`config.mk`:
```
export PLATFORM = sky130hd
export DESIGN_NAME = pc_sequencer
export DESIGN_NICKNAME = d
export VERILOG_FILES = /design/src/rtl/pc_sequencer.sv
export SDC_FILE = /design/constraint.sdc
export NUM_CORES = 1
export LEC_CHECK = 0
export CORE_MARGIN = 10
export CORE_UTILIZATION = 40
export DETAILED_ROUTE_END_ITERATION = 6
export PLACE_DENSITY_LB_ADDON = 0.1
export SETUP_SLACK_MARGIN = 0.02
export SYNTH_ARGS = -nofsm -noshare
export SYNTH_HDL_FRONTEND = slang
export SYNTH_SLANG_ARGS = --single-unit
```
`constraint.sdc`:
```
create_clock -name clk -period 3.8 [get_ports clk]
set_input_delay 0.38 -clock clk [delete_from_list [all_inputs] [get_ports clk]]
set_output_delay 0.38 -clock clk [all_outputs]
set_load 0.01 [all_outputs]
```
`src/rtl/pc_sequencer.sv`:
```
// pc_sequencer: fetch/execute PC sequencing FSM with single-level exception entry/return.
// Optional macro PC_ALIGN_CHECK_EN traps misaligned JR/JALR targets with cause code 4.
module pc_sequencer #(
  parameter logic [31:0] EXC_VECTOR = 32'h00400004
) (
  input  logic        clk,
  input  logic        rst,
  input  logic        run,
  input  logic [31:0] pc_cur,
  input  logic        imem_ready,
  input  logic        br_taken,
  input  logic [15:0] br_off,
  input  logic        j_en,
  input  logic [25:0] j_tgt,
  input  logic        jr_en,
  input  logic [31:0] rs_val,
  input  logic        exc_req,
  input  logic [4:0]  exc_code,
  input  logic        eret,
  output logic        pc_ena,
  output logic        pc_wena,
  output logic [31:0] pc_next,
  output logic        fetch_req,
  output logic [31:0] epc,
  output logic [31:0] cause,
  output logic        exl
);

  typedef enum logic [1:0] {IDLE, FETCH, EXEC, TRAP} state_t;

  state_t      state, state_nxt;
  logic [31:0] epc_q;
  logic [4:0]  code_q;
  logic        exl_q;
  logic [31:0] p4, br_tgt, jmp_tgt, jr_tgt, sel_pc;
  logic        align_fault, exc_take;
  logic [4:0]  exc_code_sel;

  assign p4      = pc_cur + 32'd4;
  assign br_tgt  = p4 + {{14{br_off[15]}}, br_off, 2'b00};
  assign jmp_tgt = {p4[31:28], j_tgt, 2'b00};
  assign jr_tgt  = rs_val & ~32'd3;

  // A misaligned register target only faults when JR is the source eret did not pre-empt.
`ifdef PC_ALIGN_CHECK_EN
  assign align_fault = jr_en && !eret && (rs_val[1:0] != 2'b00);
`else
  assign align_fault = 1'b0;
`endif

  assign exc_take     = !exl_q && (exc_req || align_fault);
  assign exc_code_sel = exc_req ? exc_code : 5'h04;

  always_comb begin
    sel_pc = p4;
    if (eret)          sel_pc = epc_q;
    else if (jr_en)    sel_pc = jr_tgt;
    else if (j_en)     sel_pc = jmp_tgt;
    else if (br_taken) sel_pc = br_tgt;
  end

  always_comb begin
    state_nxt = state;
    pc_wena   = 1'b0;
    pc_next   = 32'd0;
    fetch_req = 1'b0;
    case (state)
      IDLE: begin
        if (run) state_nxt = FETCH;
      end
      FETCH: begin
        fetch_req = 1'b1;
        if (!run)            state_nxt = IDLE;
        else if (imem_ready) state_nxt = EXEC;
      end
      EXEC: begin
        if (exc_take) begin
          state_nxt = TRAP;
        end else begin
          pc_wena   = 1'b1;
          pc_next   = sel_pc;
          state_nxt = run ? FETCH : IDLE;
        end
      end
      TRAP: begin
        pc_wena   = 1'b1;
        pc_next   = EXC_VECTOR;
        state_nxt = run ? FETCH : IDLE;
      end
      default: state_nxt = IDLE;
    endcase
  end

  // exl rises only once the vector has been written, so EXEC sees the pre-trap level.
  always_ff @(posedge clk or posedge rst) begin
    if (rst) begin
      state  <= IDLE;
      epc_q  <= 32'd0;
      code_q <= 5'd0;
      exl_q  <= 1'b0;
    end else begin
      state <= state_nxt;
      if (state == EXEC) begin
        if (exc_take) begin
          epc_q  <= pc_cur;
          code_q <= exc_code_sel;
        end else if (eret) begin
          exl_q <= 1'b0;
        end
      end else if (state == TRAP) begin
        exl_q <= 1'b1;
      end
    end
  end

  assign pc_ena = run;
  assign epc    = epc_q;
  assign cause  = {25'd0, code_q, 2'b00};
  assign exl    = exl_q;

endmodule

```
-- Word-level counts from Yosys, hierarchy flattened
Cells that the tools add are included.
- flip-flop bits (word level): 40
- input port bits: 120
- output and inout port bits: 100
- word-level logic and storage cells: 40
- add/sub/neg operators: 2
- equal/unequal tests: 7
- multiplexer cells: 20
- reductions and logical operators: 7
- operators by type and width (cell ; number):
    32-bit 2-to-1 mux ; 5
    32-bit one-hot mux with 2 select lines ; 1
    32-bit by 3-bit adder with 32-bit output (second input constant) ; 1
    32-bit adder ; 1
    2-bit 2-to-1 mux ; 4
    2-bit one-hot mux with 4 select lines ; 1
    1-bit 2-to-1 mux ; 7
    2-bit inequality test (second input constant) ; 3
    5-bit 2-to-1 mux ; 1
    2-bit equality test (second input constant) ; 2
    2-bit AND reduction ; 2
    3-bit inequality test (second input constant) ; 1
    3-bit AND reduction ; 1
    2-bit by 1-bit equality test with 1-bit output (second input constant) ; 1
    2-bit zero test ; 1
    1-bit one-hot mux with 2 select lines ; 1
    2-bit nonzero test ; 1
    1-bit logical AND ; 1
    1-bit zero test ; 1

-- Depth between registers and ports, before layout
Gate-level depths: netlist of run 1.
- depth in word-level cells: 8
- depth in mapped cells: 17
- gate-level depth less buffers: 16

-- Least setup slack after synthesis of run 1
OpenSTA, ideal clock, no wires.
- path type: in2out
- start point: input pc_cur[2]
- end point: output pc_next[31]
- arrival: 3.633 ns
- data required time: 3.420 ns
- setup slack: -0.213 ns
- stages: 16
- path buffers: 0
- cells stage by stage: ha_1 > nand3_1 > nor2_1 > nand4_2 > nor2_1 > xor2_1 > ha_1 > a21oi_1 > o21ai_1 > a2111o_1 > a31oi_1 > a211oi_2 > a221oi_2 > xor2_1 > or3_1 > a31o_1
- cells in the longest elaborated chain, start to end: 8
- ends and longest elaborated chain (what ; line ; RTL):
    from (decl) ; 9 ; input logic [31:0] pc_cur,
    32-bit by 3-bit adder with 32-bit output * ; 39 ; assign p4 = pc_cur + 32'd4;
    32-bit adder ; 40 ; assign br_tgt = p4 + {{14{br_off[15]}}, br_off, 2'b00};
    32-bit 2-to-1 mux ; 59 ; else if (br_taken) sel_pc = br_tgt;
    32-bit 2-to-1 mux * ; 58 ; else if (j_en) sel_pc = jmp_tgt;
    32-bit 2-to-1 mux * ; 57 ; else if (jr_en) sel_pc = jr_tgt;
    32-bit 2-to-1 mux * ; 56 ; if (eret) sel_pc = epc_q;
    32-bit 2-to-1 mux * ; 77 ; if (exc_take) begin
    32-bit one-hot mux with 2 select lines * ; 67 ; case (state)
    to (decl) ; 22 ; output logic [31:0] pc_next,
Every way passes the cells marked *; elsewhere a longest branch is shown, timed or not.

-- Final worst setup path of run 1
Ends and elaborated chain as after synthesis.

==> results of run 1 <==
[layout make-up]
type | count | area, um2
clock buffers | 5 | 125
clock inverters | 3 | 46.3
fillers | 954 | 3160
inverters | 15 | 56.3
multi-input cells | 544 | 4440
flip-flops and latches | 40 | 1000
well taps | 172 | 215
repair buffers | 402 | 3470
[cells by family after synthesis]
| group | after synthesis | share of synthesized area (%) |
|---|---|---|
| xor+xnor | 53 | 9.13 |
| other cells | 1 | 0.0738 |
| compound gates | 188 | 25.6 |
| fa+ha+maj | 37 | 9.26 |
| simple gates | 200 | 19.9 |
| flops | 40 | 19.7 |
| buf+inv | 73 | 7.78 |
| mux | 39 | 8.57 |
[cell usage in the layout, fill, tap and decap left out, types with 8 or more instances in the layout]
cell type,synthesis,final
xor2_1,30,21
buf_6,1,23
xnor2_1,23,14
conb_1,1,27
ha_1,36,24
mux2_2,36,36
dlygate4sd2_1,0,11
nand3_1,15,12
o21ai_0,29,19
a21oi_2,1,16
a22oi_1,14,14
dfrtp_1,40,40
nand2_1,64,59
clkdlybuf4s50_1,0,146
a21o_1,19,19
buf_2,3,18
o21ai_1,5,11
a21oi_1,43,27
nor2_1,55,46
inv_1,13,12
xor2_2,0,8
buf_4,29,194
nand4_1,8,8
o22ai_1,10,10
ha_4,0,10
[registers in the layout, summed over array words and instances, names as in the netlist]
register	cells
state	2
exl	1
code_q	5
epc	32
[metrics by stage]
stage	std cells	area [um2]	total power (uW)
2_1_floorplan	657	5250	1360
3_3_place_gp	1124	8270	2180
3_5_place_dp	1124	8270	2200
4_1_cts	1169	9030	2840
5_1_grt	1181	9360	3060
6_report	1181	9360	2900
[power by group through the flow]
stage	clock network, uW	logic, uW	registers [uW]
after floorplan	0	587	770
after global placement	0	1470	704
after detailed placement	0	1490	714
after CTS	548	1580	710
after global routing	560	1770	733
final	539	1650	710
[metal layers]
| layer | share of wire [%] | global-route usage (%) |
|---|---|---|
| met5 | 0 | 0 |
| met4 | 2.3 | 7.09 |
| met3 | 8.0 | 7.61 |
| met2 | 49 | 47.3 |
| met1 | 41 | 33.0 |
[what timing repair did]
item | CTS | global route
setup endpoints to repair | 28 | 25
gates resized for setup | 199 | 73
pin swaps | 54 | 48
buffers inserted | 37 | 17
[worst min-delay path by stage]
stage | from | endpoint | slack [ps] | depth (start not counted)
floorplan | state[0] | exl | 470 | 2
global placement | exl | exl | 480 | 2
detailed placement | exl | exl | 500 | 2
CTS | pc_cur[4] | epc[4] | 320 | 2
global route | pc_cur[5] | epc[5] | 320 | 2
finish | pc_cur[4] | epc[4] | 320 | 2
[worst register-to-register path: cells and delay by family (launching register included)]
family | cells | cell delay, ps
buf+inv | 1 | 510
mux | 1 | 420
flops | 1 | 400
simple gates | 2 | 340
==> metrics.yaml, run 1 <==
setup_path:
  cp-start-kind: "primary input"
  r2r_setup_slack_ps: 2000
  critPathTopFamily: "simple AND/OR/NAND/NOR gates"
  rr_worst_depth: 4
  path_common_cell: "xor2_1"
  critPathMaxStageDelay_ps: 330
  crit_chain: "buf_8 > and4_4 > nand4_4 > buf_6 > nor2b_1 > xor2_1 > ha_1 > buf_4 > nand4_1 > nor4_2 > o31ai_1 > and2_4 > a211oi_2 > a221oi_2 > xor2_1 > or3_1 > a31o_1 > buf_2"
  crit_path_start: "pc_cur[2]"
  critPathBufInv: 4
  crit_cells: 18
  crit_required_ps: 3420
  worst_ep_arrival_time_ps: 3790
  crit_type: "in2out"
  r2r-start: "exl"
  crit_path_end_kind: "output pin"
  crit_fanout: 5
  r2r_end: "epc[7]"
  crit_path_end: "pc_next[31]"
  slowest_stage: "ha_1"
die:
  start_util_pct: 40.6
  placementRows: 41
  coreArea_um2: 12500
  fp.dieArea_um2: 17600
  io_pins: 220
  die_h_um: 133
  die_width_um: 133
detailed_routing:
  wl_per_cell_um: 21.6
  avgViaCountPerCell: 5.51
  dr.pass1.iters: 5
  remaining_drc_errors: 0
  drt_iter0_markers: 454
  vias: 6509
  drtAntennaViolNets: 0
  wl_um: 25600
sta:
  finalSetupTns_ps: -2380
  setup_viol: 13
  finalMaxSlewViolations: 0
  setup_ws_ps: -372
  worst_slew_pin_slew_ps: 606
  rsz0062_at_grt: "true"
  clock_skew_ps: 7.38
  hold_ws_ps: 322
  max_freq_mhz: 240
  timing_hold_violations_final: 0
  post-route-period-util_pct: 110
  relSlewSlack_pct: 59.6
  period_minus_slack_ps: 4170
cells_and_area:
  utilization_pct: 74.8
  synthToLayoutAreaGrowth_pct: 84.1
  drive_gt1_share_pct: 39.6
  antenna_cells: 0
  layout.nets: 1165
global_route:
  grt_pass1_vias: 6883
  grt_pass1_wl_um: 39100
  overflow: 0
  grt_max_degree: 42
  grt_usage_pct: 27.5
  grt_antenna_before_repair: 0
clocking:
  clock-sinks: 40
  cts_hold_buffers: 0
  cts_tree: "done"
  cts_root_buf: "clkbuf_16"
  cts_made_buffers: 5
  clk_pin_slew_ps: 70
  worstSkewPairLatency_ps: 310
  h-tree-depth: 2
  cts_max_path_buffers: 2
power:
  p_leak_uw: 0.00424
  peakVddDrop_uv: 279
  p_per_area_nw_per_um2: 310
  pwr-share-seq_pct: 24.5
  p_int_uw: 1820
  netSwitchingPower_uw: 1080
  combinationalPowerShare_pct: 57.0
  p_sw_share_pct: 37.3
  clkPwrFrac_pct: 18.6
logic_synthesis:
  yosys-top-cells-area: "dfrtp_1, ha_1, mux2_2"
  yosysMostFrequentCell: "nand2_1"
  syn_area_um2: 5080
  async_reset_ff_share_pct: 100
  syn_area_per_cell_um2: 8.05
  synth.distinct_cells: 75
  synth_cells: 631
  synthFlopType: "dfrtp_1"
  yosys_warnings: 0
  yosys-top-cells-count: "nand2_1, nor2_1, a21oi_1"
  yosysSeqAreaShare_pct: 19.7
  synth_edf_count: 0
  synth_seq_cells: 40
  synth.largest_area_cell: "dfrtp_1"
  synth_top_area_share_pct: 19.7
run:
  cap_violations: 0
place:
  io_buffer_count: 190
  place_ws_ps: -1230
  place_congestion: 0.903
  dp_hpwl_um: 19000
hold_path:
  hold_path_class: "in2reg"
outcome:
  status: "finished with violations"
  violations: "negative setup slack"
(Power assumes the default switching activity.)
==> inputs of run 2 (changes only) <==
--- a/config.mk
+++ b/config.mk
@@ -5,8 +5,10 @@
 export SDC_FILE = /design/constraint.sdc
 export NUM_CORES = 1
 export LEC_CHECK = 0
+export CAP_MARGIN = 20
 export CORE_MARGIN = 10
 export CORE_UTILIZATION = 40
+export CTS_CLUSTER_SIZE = 16
 export DETAILED_ROUTE_END_ITERATION = 6
 export PLACE_DENSITY_LB_ADDON = 0.1
 export SETUP_SLACK_MARGIN = 0.02
==> results of run 2 <==
No change in the layout: final DEF, timing and power equal those of run 1.
